<file path="src/rtl/fetch_ctrl.sv">
`default_nettype none
// +----------------------------------------------------------------------+
// | fetch_ctrl : instruction-fetch sequencer (next-PC, IF/ID control,     |
// |              fetched-instruction counter)                             |
// | Revision   : 1.0                                                      |
// +----------------------------------------------------------------------+
module fetch_ctrl #(
  parameter int                PWIDTH  = 16,
  parameter logic [PWIDTH-1:0] BOOT_PC = '0,
  parameter int                CWIDTH  = 16
) (
  input  logic              clk_i,
  input  logic              rst_i,
  input  logic              start_i,
  input  logic              stall_i,
  input  logic              br_taken_i,
  input  logic [PWIDTH-1:0] br_target_i,
  input  logic              halt_i,
  output logic [PWIDTH-1:0] next_pc_o,
  output logic              fd_en_o,
  output logic              fd_valid_o,
  output logic              flush_o,
  output logic              busy_o,
  output logic              halted_o,
  output logic [CWIDTH-1:0] fetch_cnt_o
);

  typedef enum logic [1:0] {
    S_IDLE = 2'b00,
    S_RUN  = 2'b01,
    S_HALT = 2'b10
  } state_e;

  state_e            state_q, state_d;
  logic [PWIDTH-1:0] pc_q, pc_d;
  logic [CWIDTH-1:0] cnt_q, cnt_d;
  logic              en_d, valid_d, flush_d;

  always_comb begin
    state_d = state_q;
    pc_d    = BOOT_PC;
    cnt_d   = cnt_q;
    en_d    = 1'b1;
    valid_d = 1'b0;
    flush_d = 1'b0;
    case (state_q)
      S_IDLE: begin
        if (start_i) state_d = S_RUN;
      end
      S_RUN: begin
        if (br_taken_i) begin
          pc_d    = br_target_i;
          flush_d = 1'b1;
        end else if (halt_i) begin
          pc_d    = pc_q;
          flush_d = 1'b1;
          state_d = S_HALT;
        end else if (stall_i) begin
          pc_d = pc_q;
          en_d = 1'b0;
        end else begin
          pc_d    = pc_q + 1'b1;
          valid_d = 1'b1;
          // Counter saturates rather than wrapping.
          if (cnt_q != {CWIDTH{1'b1}}) cnt_d = cnt_q + 1'b1;
        end
      end
      S_HALT: begin
        pc_d = pc_q;
        if (start_i) state_d = S_RUN;
      end
      default: state_d = S_IDLE;
    endcase
  end

  always_ff @(posedge clk_i) begin
    if (rst_i) begin
      state_q <= S_IDLE;
      pc_q    <= BOOT_PC;
      cnt_q   <= '0;
    end else begin
      state_q <= state_d;
      pc_q    <= pc_d;
      cnt_q   <= cnt_d;
    end
  end

  assign next_pc_o   = pc_d;
  assign fd_en_o     = en_d;
  assign fd_valid_o  = valid_d;
  assign flush_o     = flush_d;
  assign busy_o      = (state_q == S_RUN);
  assign halted_o    = (state_q == S_HALT);
  assign fetch_cnt_o = cnt_q;

endmodule
`default_nettype wire

</file>
<file path="config.mk">
export PLATFORM = sky130hd
export DESIGN_NAME = fetch_ctrl
export DESIGN_NICKNAME = d
export VERILOG_FILES = /design/src/rtl/fetch_ctrl.sv
export SDC_FILE = /design/constraint.sdc
export NUM_CORES = 1
export LEC_CHECK = 0
export ABC_CLOCK_PERIOD_IN_PS = 4230
export CORE_MARGIN = 3
export CORE_UTILIZATION = 40
export CTS_CLUSTER_DIAMETER = 50
export DETAILED_ROUTE_END_ITERATION = 8
export HOLD_SLACK_MARGIN = 0.03
export PLACE_DENSITY = 0.67
export SLEW_MARGIN = 20
export SYNTH_ARGS = -nofsm -noshare
export SYNTH_HDL_FRONTEND = slang
export SYNTH_SLANG_ARGS = --single-unit
</file>
<file path="constraint.sdc">
create_clock -name clk_i -period 4.23 [get_ports clk_i]
set_clock_uncertainty 0.2 [all_clocks]
set_input_delay 0.423 -clock clk_i [delete_from_list [all_inputs] [get_ports clk_i]]
set_output_delay 0.423 -clock clk_i [all_outputs]
set_load 0.01 [all_outputs]
</file>
# Yosys cells after proc, flatten, opt, wreduce, memory -nomap -nowiden
# Index checks and enable logic that the tools add are counted.
# op_classes
reduce_logical	4
n_eq_ne	6
mux	18
n_bitwise	3
addsub	2
# ops
operator	n
$mux W16	3
$add A16 B1 Y16 const B	2
$pmux W16 S2	1
$ne A16 B16 Y1 const B	1
$mux W1	10
$mux W2	3
$reduce_and A5 Y1	1
$ne A2 B2 Y1 const B	2
$pmux W2 S2	1
$not A1 Y1	3
$reduce_and A3 Y1	1
$eq A2 B1 Y1 const B	1
$eq A2 B2 Y1 const B	1
$logic_not A2 Y1	1
$ne A2 B1 Y1 const B	1
$reduce_or A2 Y1	1
# word_totals
input_bits	22
ff_bits	34
output_inout_bits	37
word_cells	36

# Logic depth before layout (Yosys ltp)
# depth
ltp_word	5
ltp_mapped	8
mapped_depth_nobuf	8

# Worst setup path after synthesis
# Ideal clock, no wire load.
# synth_path
path_kind	reg-to-output
start	register pc_q[0]
end	output port next_pc_o[14]
arrival_ns	1.982
path_stages_with_launch	7
slack_ns	1.625
cell_sequence	dfxtp_1 ha_1 or3b_1 buf_6 or3_4 or4_4 nand3_1
# synth_via
elab_chain_len	5
# synth_rtl
element	line_no	rtl
start, declared	35	logic [PWIDTH-1:0] pc_q, pc_d;
start signal, assigned	83	pc_q <= pc_d;
$add A16 B1 Y16	62	pc_d = pc_q + 1'b1;
$mux W16	58	end else if (stall_i) begin
$mux W16	54	end else if (halt_i) begin
$mux W16	51	if (br_taken_i) begin
$pmux W16 S2	46	case (state_q)
end, declared	19	output logic [PWIDTH-1:0] next_pc_o,
# Every way passes these cells.

# Worst setup path in the final report
# layout_path
start	input port halt_i
end	output port next_pc_o[14]
# layout_via
elab_chain_len	3
# layout_rtl
element	line_no	rtl
start, declared	18	input logic halt_i,
$mux W16	54	
$mux W16	51	
$pmux W16 S2	46	
# Every way passes these cells.

==> flow_summary.toml <==
[run_status]
outcome = "completed"

[global_routing]
grt_start_max_net_pins = 21
grt_pass1_vias = 2322
overflow = 0
antenna_found_initial = 0
grt_pass1_wl_um = 11400
track_usage_pct = 19.8

[clock_tree]
postCtsSetupBuffers = 0
htreeDepth = 2
clock_path_buffers = 2
cts_tree = "built"
cts_resized = 0
hold_buffers = 0
cts_root_buf = "clkbuf_8"
clk_pin_slew_ns = 0.07
cts_buffers = 5
clk_latency_ns = 0.30
clock-sinks = 34

[drt]
routedWlPerCell_um = 15.7
route.detailed.drc = 0
viasPerCell = 5.85
ant_nets = 0
drtIter0Drc = 167
dr.pass1.iters = 4
via_count = 2514
wl_um = 6760

[setup_path]
crit_chain = "clkdlybuf4s50_1 > or3b_1 > or3_4 > or4_4 > nand3_1 > clkdlybuf4s50_1"
crit_path_start_kind = "input port"
cp-startpoint = "halt_i"
path_class = "input port to output port"
r2r_cells = 10
critical_path_buf_inv_count = 2
required_ns = 3.61
slowest_delay_ns = 0.56
r2r-start = "state_q[1]"
worstPathArrival_ns = 3.07
crit_fanout = 9
cp-end-kind = "output port"
cpMostUsedCell = "clkdlybuf4s50_1"
cp.depth = 6
cpLargestDelayFamily = "simple AND/OR/NAND/NOR gates"
crit_slowest_cell = "or3b_1"

[sta]
post-route-min-period_ns = 3.69
setup_violations = 0
max_freq_mhz = 271
grt_setup_unrepaired = "false"
tightest_slew_ns = 0.650
slew_violations = 0
fin_crit_sh_pct = 87.2
slew_headroom_pct = 56.5
hold_viol_final = 0
tns_ns = 0

[floorplan]
initial_core_util_pct = 42.2
fp.dieW_um = 83.1
die-area_um2 = 6910
core_area_um2 = 5640
row_count = 27
fp.dieH_um = 83.1
ios = 59

[synthesis]
netlist_area_um2 = 2380
ys_seq_area_share_pct = 28.6
postSynthCellCount = 303
yosysWarnings = 0
synth_edf_count = 0
syn_area_per_cell_um2 = 7.85
synth_cell_types = 57
synthFlopType = "dfxtp_1"
ys_async_sr_fraction_pct = 0
ys_ff_latch = 34
synth_fp_nets = 331

[pwr]
p_per_area_nw_per_um2 = 269
pwr-share-comb_pct = 25.4
power_w = 0.000845
internal_power_w = 0.000585
seqPwrFrac_pct = 39.9
p_sw_share_pct = 30.8
clock_power_share_pct = 34.7
ir_worst_vdd_mv = 0.172
p_sw_w = 0.000260
leakagePower_nw = 1.01

[finish]
nets = 385
drive_above_1_share_pct = 10.6
diodes = 0
area_growth_pct = 31.8
final_core_util_pct = 55.6
fillers = 522

[hold_path]
min_path_type = "register to register"
min-delay-start = "fetch_cnt_o[9]"
holdPathStages = 2

[place]
finalWeightedCongestion = 0.938
io_buffers = 58
hpwl_um = 4910

[flow_run]
cap_violations = 0
-- through the flow --
step	hold slack, ns	area [µm²]	setup slack, ns	std cells
CTS	0.304	3140	0.557	430
global route	0.348	3140	0.455	430
floorplan	0.298	2380	1.63	303
finish	0.309	3140	0.542	430
detailed placement	0.284	3030	0.556	422
global placement	0.290	3030	0.592	422
-- layout by cell type (no fill, tap or decap), drive strengths merged, types with 4 or more instances in the layout --
cell type | netlist | layout
mux2 | 12 | 12
nand4 | 11 | 11
nor2b | 12 | 12
a31oi | 6 | 6
ha | 6 | 6
or4 | 6 | 6
inv | 12 | 12
nand3 | 8 | 8
and4 | 4 | 4
nor3 | 4 | 4
nor4 | 6 | 6
buf | 6 | 7
nand2 | 27 | 27
a32oi | 4 | 4
a22o | 4 | 4
clkbuf | 12 | 8
o21ai | 11 | 11
a21oi | 25 | 25
o211ai | 9 | 9
nor2 | 19 | 19
xnor2 | 4 | 4
a211oi | 4 | 4
dfxtp | 34 | 34
nand2b | 6 | 6
clkdlybuf4s50 | 0 | 58
and2 | 5 | 5
-- layout make-up --
class,instances,area (µm²),area share (%)
Inverter,14,52.6,1.68
Tap cell,72,90.1,2.87
Timing Repair Buffer,65,633,20.2
Clock buffer,8,110,3.51
Multi-Input combinational cell,237,1570,50.0
Sequential cell,34,681,21.7
-- registers in the layout, indices dropped and copies added, names as in the netlist --
| register | cells |
|---|---|
| state_q | 2 |
| fetch_cnt_o | 16 |
| pc_q | 16 |
-- metal layers --
layer / track usage [%] / vias up / routed length [µm]
met5: 0 / - / 0
met4: 6.39 / 0 / 112
met3: 3.87 / 11 / 363
met2: 30.0 / 70 / 2910
met1: 28.1 / 1181 / 3370
li1: - / 1252 / -
-- cell families after synthesis --
kind of cell	synth area share, %
xor+xnor	1.47
fa+ha+maj	3.16
buf+inv	5.42
simple gates	28.4
mux	6.10
flops	28.6
compound gates	26.9
-- tightest hold or removal path: cells and delay by family (launching register included) --
family / cells / cell delay, ns
compound gates: 2 / 0.13
flops: 1 / 0.34
-- cell usage after synthesis, types with 4 or more instances --
master / n / area [µm²]
and4_1: 4 / 35.0
nor2b_1: 12 / 75.1
o211ai_1: 9 / 67.6
a32oi_1: 4 / 35.0
nand2b_1: 6 / 37.5
mux2_2: 12 / 135
ha_1: 6 / 75.1
or4_1: 5 / 37.5
nand3_1: 8 / 40.0
a21oi_1: 25 / 125
buf_1: 4 / 15.0
inv_1: 12 / 45.0
o21ai_0: 11 / 55.1
nor2_1: 19 / 71.3
nand4_1: 11 / 68.8
xnor2_1: 4 / 35.0
nor3_1: 4 / 20.0
a211oi_1: 4 / 30.0
nor4_1: 6 / 37.5
clkbuf_1: 12 / 45.0
nand2_1: 27 / 101
a22o_1: 4 / 35.0
dfxtp_1: 34 / 681
a31oi_1: 5 / 31.3
-- path summary, 6_finish.rpt --
check / endpoint / slack (ns)
max: next_pc_o[14] / 0.54
max reg2reg: fetch_cnt_o[12] / 1.35
min: fetch_cnt_o[9] / 0.31
min reg2reg: fetch_cnt_o[9] / 0.31
-- power by group through the flow --
stage | clock [W] | combinational, W | sequential (W)
global placement | 0 | 0.000210 | 0.000344
CTS | 0.000298 | 0.000213 | 0.000337
floorplan | 0 | 0.000123 | 0.000342
finish | 0.000293 | 0.000215 | 0.000337
detailed placement | 0 | 0.000212 | 0.000344
global route | 0.000309 | 0.000235 | 0.000338
Note: power is estimated with default switching activity, not from simulation.
